`config.mk`:
```
export PLATFORM = sky130hd
export DESIGN_NAME = lsu_mem_stage
export DESIGN_NICKNAME = d
export VERILOG_FILES = /design/src/rtl/lsu_pkg.sv /design/src/rtl/lsu_load_align.sv /design/src/rtl/lsu_mem_stage.sv
export SDC_FILE = /design/constraint.sdc
export NUM_CORES = 1
export LEC_CHECK = 0
export ABC_AREA = 1
export CORE_MARGIN = 4
export CORE_UTILIZATION = 33
export CTS_CLUSTER_DIAMETER = 150
export DETAILED_ROUTE_END_ITERATION = 12
export DONT_BUFFER_PORTS = 1
export PLACE_DENSITY = 0.59
export REMOVE_ABC_BUFFERS = 1
export SLEW_MARGIN = 30
export SYNTH_ARGS = -nofsm -noshare
export SYNTH_HDL_FRONTEND = slang
export SYNTH_HIERARCHICAL = 1
export SYNTH_SLANG_ARGS = --single-unit
```
`constraint.sdc`:
```
create_clock -name clk -period 4.35 [get_ports clk]
set_input_delay 0.6525 -clock clk [delete_from_list [all_inputs] [get_ports clk]]
set_output_delay 0.6525 -clock clk [all_outputs]
set_load 0.02 [all_outputs]
```
`src/rtl/lsu_pkg.sv`:
```
// lsu_pkg: shared encodings, FSM states and lane helpers for the load/store unit
package lsu_pkg;
  localparam logic [2:0] LSU_B  = 3'b000;
  localparam logic [2:0] LSU_H  = 3'b001;
  localparam logic [2:0] LSU_W  = 3'b010;
  localparam logic [2:0] LSU_BU = 3'b100;
  localparam logic [2:0] LSU_HU = 3'b101;
  localparam logic [3:0] BE_B = 4'b0001;
  localparam logic [3:0] BE_H = 4'b0011;
  localparam logic [3:0] BE_W = 4'b1111;
  typedef enum logic [1:0] {IDLE, REQ, WAIT, RESP} lsu_state_t;
  // funct3[1] marks a word access, funct3[0] a halfword, neither a byte
  function automatic logic misaligned(input logic [2:0] f3, input logic [1:0] off);
    return f3[1] ? (off != 2'b00) : (f3[0] & off[0]);
  endfunction
  function automatic logic [1:0] align_off(input logic [2:0] f3, input logic [1:0] off);
    return f3[1] ? 2'b00 : f3[0] ? {off[1], 1'b0} : off;
  endfunction
  function automatic logic [3:0] be_base(input logic [2:0] f3);
    return f3[1] ? BE_W : f3[0] ? BE_H : BE_B;
  endfunction
endpackage

```
`src/rtl/lsu_load_align.sv`:
```
// lsu_load_align: selects the addressed byte/half lane of a read word and sign/zero extends it
// Ports: rdata (memory word), off (aligned byte offset), funct3 (access type), data (write-back value)
module lsu_load_align (
  input  logic [31:0] rdata,
  input  logic [1:0]  off,
  input  logic [2:0]  funct3,
  output logic [31:0] data
);
  logic [7:0]  b;
  logic [15:0] h;
  logic        sx;
  always_comb begin
    b = rdata[{off, 3'b000} +: 8];
    h = off[1] ? rdata[31:16] : rdata[15:0];
    sx = ~funct3[2];
    data = funct3[1] ? rdata : funct3[0] ? {{16{sx & h[15]}}, h} : {{24{sx & b[7]}}, b};
  end
endmodule

```
`src/rtl/lsu_mem_stage.sv`:
```
// lsu_mem_stage: MEM-stage load/store unit driving a req/gnt/rvalid data port, one op in flight
// Ports: ex_* op from EX with ex_ready backpressure; flush kills the op; mem_* data-memory port;
// wb_* one-cycle load result; misalign pulse; busy while not idle.
// Option LSU_MISALIGN_TRAP_EN: misaligned ops pulse misalign and are dropped; otherwise they are aligned down.
module lsu_mem_stage
  import lsu_pkg::*;
#(
  parameter int WIDTH  = 32,
  parameter int ADDR_W = 32
) (
  input  logic              clk,
  input  logic              rst_n,
  input  logic              ex_valid,
  output logic              ex_ready,
  input  logic              ex_we,
  input  logic [2:0]        ex_funct3,
  input  logic [WIDTH-1:0]  ex_addr,
  input  logic [WIDTH-1:0]  ex_wdata,
  input  logic [4:0]        ex_rd,
  input  logic              flush,
  output logic              mem_req,
  output logic              mem_we,
  output logic [ADDR_W-1:0] mem_addr,
  output logic [3:0]        mem_be,
  output logic [WIDTH-1:0]  mem_wdata,
  input  logic              mem_gnt,
  input  logic              mem_rvalid,
  input  logic [WIDTH-1:0]  mem_rdata,
  output logic              wb_valid,
  output logic [4:0]        wb_rd,
  output logic [WIDTH-1:0]  wb_data,
  output logic              misalign,
  output logic              busy
);
  lsu_state_t       state, state_nx;
  logic             accept, take, kill;
  logic [1:0]       off_q, off_a;
  logic [2:0]       f3_q;
  logic [WIDTH-1:0] ld_data;
  assign ex_ready = state == IDLE;
  assign busy     = state != IDLE;
  assign mem_req  = state == REQ;
  assign wb_valid = state == RESP;
  assign accept   = ex_valid && (state == IDLE) && !flush;
  assign off_a    = align_off(ex_funct3, ex_addr[1:0]);
`ifdef LSU_MISALIGN_TRAP_EN
  assign take = accept && !misaligned(ex_funct3, ex_addr[1:0]);
  always_ff @(posedge clk or negedge rst_n) begin
    if (!rst_n) misalign <= 1'b0;
    else misalign <= accept && misaligned(ex_funct3, ex_addr[1:0]);
  end
`else
  assign take     = accept;
  assign misalign = 1'b0;
`endif
  always_ff @(posedge clk or negedge rst_n) begin
    if (!rst_n) state <= IDLE;
    else state <= state_nx;
  end
  // A grant always completes the handshake; flush only aborts a request not yet granted
  always_comb begin
    state_nx = state;
    case (state)
      IDLE:    state_nx = take ? REQ : IDLE;
      REQ:     state_nx = mem_gnt ? (mem_we ? IDLE : WAIT) : flush ? IDLE : REQ;
      WAIT:    state_nx = mem_rvalid ? ((kill || flush) ? IDLE : RESP) : WAIT;
      RESP:    state_nx = IDLE;
      default: state_nx = IDLE;
    endcase
  end
  always_ff @(posedge clk or negedge rst_n) begin
    if (!rst_n) begin
      mem_we    <= 1'b0;
      mem_addr  <= '0;
      mem_be    <= '0;
      mem_wdata <= '0;
      wb_rd     <= '0;
      wb_data   <= '0;
      off_q     <= '0;
      f3_q      <= '0;
      kill      <= 1'b0;
    end else begin
      if (take) begin
        mem_we    <= ex_we;
        mem_addr  <= ADDR_W'({ex_addr[WIDTH-1:2], 2'b00});
        mem_be    <= be_base(ex_funct3) << off_a;
        mem_wdata <= ex_funct3[1] ? ex_wdata : ex_funct3[0] ? {2{ex_wdata[15:0]}} : {4{ex_wdata[7:0]}};
        wb_rd     <= ex_rd;
        off_q     <= off_a;
        f3_q      <= ex_funct3;
        kill      <= 1'b0;
      end else if (flush && (state == WAIT || (state == REQ && mem_gnt))) begin
        kill <= 1'b1;
      end
      if (state == WAIT && mem_rvalid && !kill && !flush) wb_data <= ld_data;
    end
  end
  lsu_load_align u_align (
    .rdata  (mem_rdata),
    .off    (off_q),
    .funct3 (f3_q),
    .data   (ld_data)
  );
endmodule

```
== Yosys cells after proc, flatten, opt, wreduce, memory -nomap -nowiden ==
Cells that the tools add are included.
Word-level totals
  bits in registers: 112
  latch bits: 0
  memory bits (writable): 0
  ROM bits: 0
  bits of input ports: 111
  output and inout port bits: 111
  logic and storage cells: 50
  memories: 0
Cells by class
  add/sub/neg operators: 0
  multipliers: 0
  div/mod/pow operators: 0
  magnitude comparators: 0
  eq/ne operators: 3
  shifts and indexed selects: 2
  muxes and demuxes: 18
  bitwise gates (word level): 3
  reductions and logical operators: 14
Operator list (count)
  two-way mux 32 bit: 4
  indexed part select 32 x 6 -> 8 bit: 1
  two-way mux 16 bit: 1
  two-way mux 2 bit: 6
  case mux 2 bit (4 select lines): 1
  logical AND 1 bit: 7
  two-way mux 1 bit: 5
  == test 2 bit, second input constant: 2
  two-way mux 4 bit: 1
  nonzero test 2 bit: 2
  << shifter 4 x 2 -> 4 bit: 1
  AND 1 bit: 2
  == test 2 x 1 -> 1 bit, second input constant: 1
  logical NOT 1 bit: 2
  logical NOT 2 bit: 1
  logical OR 1 bit: 2
  inverter 1 bit: 1

== Logic depth before layout (Yosys ltp) ==
  depth in word-level cells: 6
  depth in mapped cells: 11
  depth with buffers taken out: 9

== Modules after synthesis ==
The synthesis kept the hierarchy.
Modules (own cells, without submodules)
  lsu_mem_stage: times used 1, cells each 561, area each 4857.2 um2, seq. area each 2802.7 um2
  lsu_load_align: times used 1, cells each 146, area each 655.6 um2, seq. area each 0.0 um2

== Worst setup path before layout ==
OpenSTA, ideal clock, no wires.
  path kind: register -> output
  start point: register state[0]
  end point: output port ex_ready
  arrival: 0.868 ns
  required time: 3.697 ns
  slack: 2.829 ns
  stages on the path, launching flop included: 3
  buffers on the path: 1
  cells stage by stage: dfrtp_1 -> nor2_4 -> buf_2
Between the ends
  cells in the longest elaborated chain, start to end: 1
RTL lines
  start, declared: RTL line lsu_mem_stage.sv:35  | lsu_state_t state, state_nx;
  start signal, assigned: RTL line lsu_mem_stage.sv:58  | else state <= state_nx;
  logical NOT 2 bit: RTL line lsu_mem_stage.sv:40  | assign ex_ready = state == IDLE;
  end, declared: RTL line lsu_mem_stage.sv:14  | output logic ex_ready,
Every way passes these cells.

== Worst setup path after layout ==
  start point: register state[0]
  end point: register mem_wdata[6]
Between the ends
  cells in the longest elaborated chain, start to end: 3
RTL lines
  logical NOT 2 bit
  named net ex_ready: RTL line lsu_mem_stage.sv:14
  logical AND 1 bit (2 in series): RTL line lsu_mem_stage.sv:44  | assign accept = ex_valid && (state == IDLE) && !flush;
  end signal, assigned: RTL line lsu_mem_stage.sv:87  | mem_wdata <= ex_funct3[1] ? ex_wdata : ex_funct3[0] ? {2{ex_wdata[15:0]}} : {4{ex_wdata[7:0]}};
  end, declared: RTL line lsu_mem_stage.sv:25  | output logic [WIDTH-1:0] mem_wdata,
The timed path passes the listed nets, and every way through them passes these cells.
A chain may end at the register's enable or synchronous reset.

==> metrics.md <==
| Metric | Value |
|---|---|
| Status | completed |
| Slew HR | 0.497 |
| Clk slew on worst S/H paths | 70 ps |
| Multi-input gate area | 0.00219 mm^2 |
| GRT Total Usage | 0.159 |
| Min Tclk post-route | 2180 ps |
| Seq pwr share | 0.552 |
| Most frequent cells in the layout | nand2_1 (297), dfrtp_1 (112), inv_1 (61) |
| WL final | 14.7 mm |
| First-pass GRT wire length | 23.4 mm |
| Nets | 793 |
| Synth Area per Inst | 7.80 um^2 |
| Max-Cap Viols | 0 |
| Antenna cells | 0 |
| # rows | 46 |
| Worst min-delay path category | input pin to async pin |
| Antenna Nets Post-Route | 0 |
| Register area | 0.00280 mm^2 |
| Sequential fraction of the synthesis area | 0.508 |
| RSZ-0062 raised after global routing | false |
| Post-CTS Setup Inserts | 0 |
| Max IR drop VDD | 0.000361 V |
| CTS Hold Bufs | 1 |
| Via Count | 4332 |
| Setup-failing EPs final | 0 |
| Area grow syn2layout | 6.08% |
| Antenna violations before repair | 0 |
| Fin crit share | 0.500 |
| TritonCTS Buffers | 9 |
| # fillers | 1722 |
| Syn. warnings | 6 |
| Clock skew | 10.6 ps |
| Initial DRC Count | 212 |
| Fraction of layout cells with a size suffix above 1 | 0.0830 |
| # clock sinks | 112 |
| WL/cell | 16.3 um |
| Core ar. | 0.0161 mm^2 |
| Final TNS setup | 0 ps |
| GPL Wtd Cong | 0.796 |
| Design Area, Final | 0.00585 mm^2 |
| Distinct cells, synth | 25 |
| Remaining global-route overflow | 0 |
| Power share of the clock group | 0.177 |
| Worst-Margin Slew | 753 ps |
| Critical-path maximum fanout | 63 |
| Clock Latency Late Sink | 350 ps |
| PortBufs | 0 |
| Slowest CP cell | nor2_4 |
| Vias per cell | 4.80 |
| Dpl hpwl | 10.5 mm |
| Final hold violation count | 0 |
| Startpoint types | flip-flop |
| Highest clock rate | 459 MHz |
| Arr. time, crit path | 2380 ps |
| Placed cells | 886 |
| Hold_ws | 254 ps |
| Non-Filler Instances | 903 |
| Root Buffer | clkbuf_16 |
| Setup CP Type | flip-flop to flip-flop |
| Pleak | 0.00307 uW |
| Cell Chain, Critical Path | nor2_4 -> nand2_2 -> buf_4 -> nand2_1 -> o21ai_0 |
| Num ports | 222 |
| Vias in the first global route | 4264 |
| Die H | 137 um |
| Post-Synthesis Cells | 707 |
| Drt drc | 0 |
| Initial core utilization | 0.342 |
| Most common cell after layout, fill and taps aside | nand2_1 |
| Nature of the critical path endpoint | flip-flop |
| CTS tree | done |
| FF+latch count, synth | 112 |
| Pins Over Slew Limit | 0 |
| Cell Area, Synth | 0.00551 mm^2 |
| Reg2Reg Depth | 5 |
| Largest net degree at the start of global routing | 113 |
| Crit path largest cell delay | 490 ps |
| Maximum root-to-sink buffer count | 2 |
| Pint | 2380 uW |
| FF-to-FF setup slack | 2170 ps |
| DP Area | 0.00554 mm^2 |
| Drt pass-1 iters | 4 |
| Switching power total | 2270 uW |
| CTS HTree Levels | 3 |
| Combinational Power Share | 0.271 |
| Horiz. Die Dim | 137 um |
| CTS resizes | 0 |
| P per Cell Area | 795 mW/mm^2 |
| Sw frac | 0.488 |
| Worst Path Required | 4560 ps |
| Die area | 0.0188 mm^2 |
-- metal layers --
| layer | vias up | GRT usage | share of wire |
|---|---|---|---|
| li1 | 2137 | - | - |
| met1 | 1991 | 0.205 | 0.41 |
| met2 | 190 | 0.236 | 0.45 |
| met3 | 14 | 0.0745 | 0.13 |
| met4 | 0 | 0.0538 | 0.013 |
| met5 | - | 0 | 0 |
-- worst max-delay path: cells and delay by family (launching register included) --
family | cells | cell delay (ps)
buf+inv | 1 | 450
compound gates | 1 | 80
flops | 1 | 440
simple gates | 3 | 1030
-- metrics by stage --
stage	power (uW)	util	worst slack [ps]
global route	5030	0.363	1940
floorplan	3430	-	2070
global placement	3820	0.343	2080
detailed placement	3850	0.343	2070
finish	4650	0.363	2170
CTS	4720	0.363	2150
-- logic make-up after synthesis --
group | count (synthesis) | share of synthesized area
compound gates | 89 | 0.101
buf+inv | 108 | 0.0974
flops | 112 | 0.508
other cells | 1 | 0.000680
simple gates | 397 | 0.292
-- power by group through the flow --
stage               combinational (uW)  clock [uW]  sequential [uW]
floorplan                          995           0             2430
global placement                  1230           0             2600
detailed placement                1270           0             2580
CTS                               1290         851             2580
global route                      1500         893             2640
finish                            1260         823             2570
-- area by class of cell --
class | instances | area share
Inverter | 65 | 0.0421
Clock inverter | 6 | 0.00963
Multi-Input combinational cell | 489 | 0.374
Timing Repair Buffer | 5 | 0.00984
Tap cell | 216 | 0.0462
Sequential cell | 112 | 0.479
Clock buffer | 10 | 0.0392
-- registers in the layout, summed over array words and instances, names as in the netlist --
signal and count:
wb_rd 5, mem_addr 30, wb_data 32, mem_wdata 32, kill 1, state 2
mem_we 1, f3_q 3, mem_be 4, off_q 2
-- worst paths after layout --
kind                        startpoint      endpoint
max in group asynchronous        rst_n       f3_q[1]
setup reg to reg              state[0]  mem_wdata[6]
min in group clk           ex_addr[10]  mem_addr[10]
setup / recovery              state[0]  mem_wdata[6]
hold reg to reg                f3_q[2]       f3_q[2]
hold / removal                   rst_n   wb_data[17]
-- cell usage after synthesis, drive strengths merged --
master    n  area share
nand4    16       0.018
dfrtp   112        0.51
nand2   301        0.21
conb      1     0.00068
nand3    33       0.031
o21bai    1      0.0014
buf      33       0.046
clkbuf   10      0.0068
a21oi    25       0.023
o21a      5      0.0068
o21ai    58       0.070
inv      65       0.045
nor2     47       0.036
No activity file was read; power rests on OpenSTA's default activity.
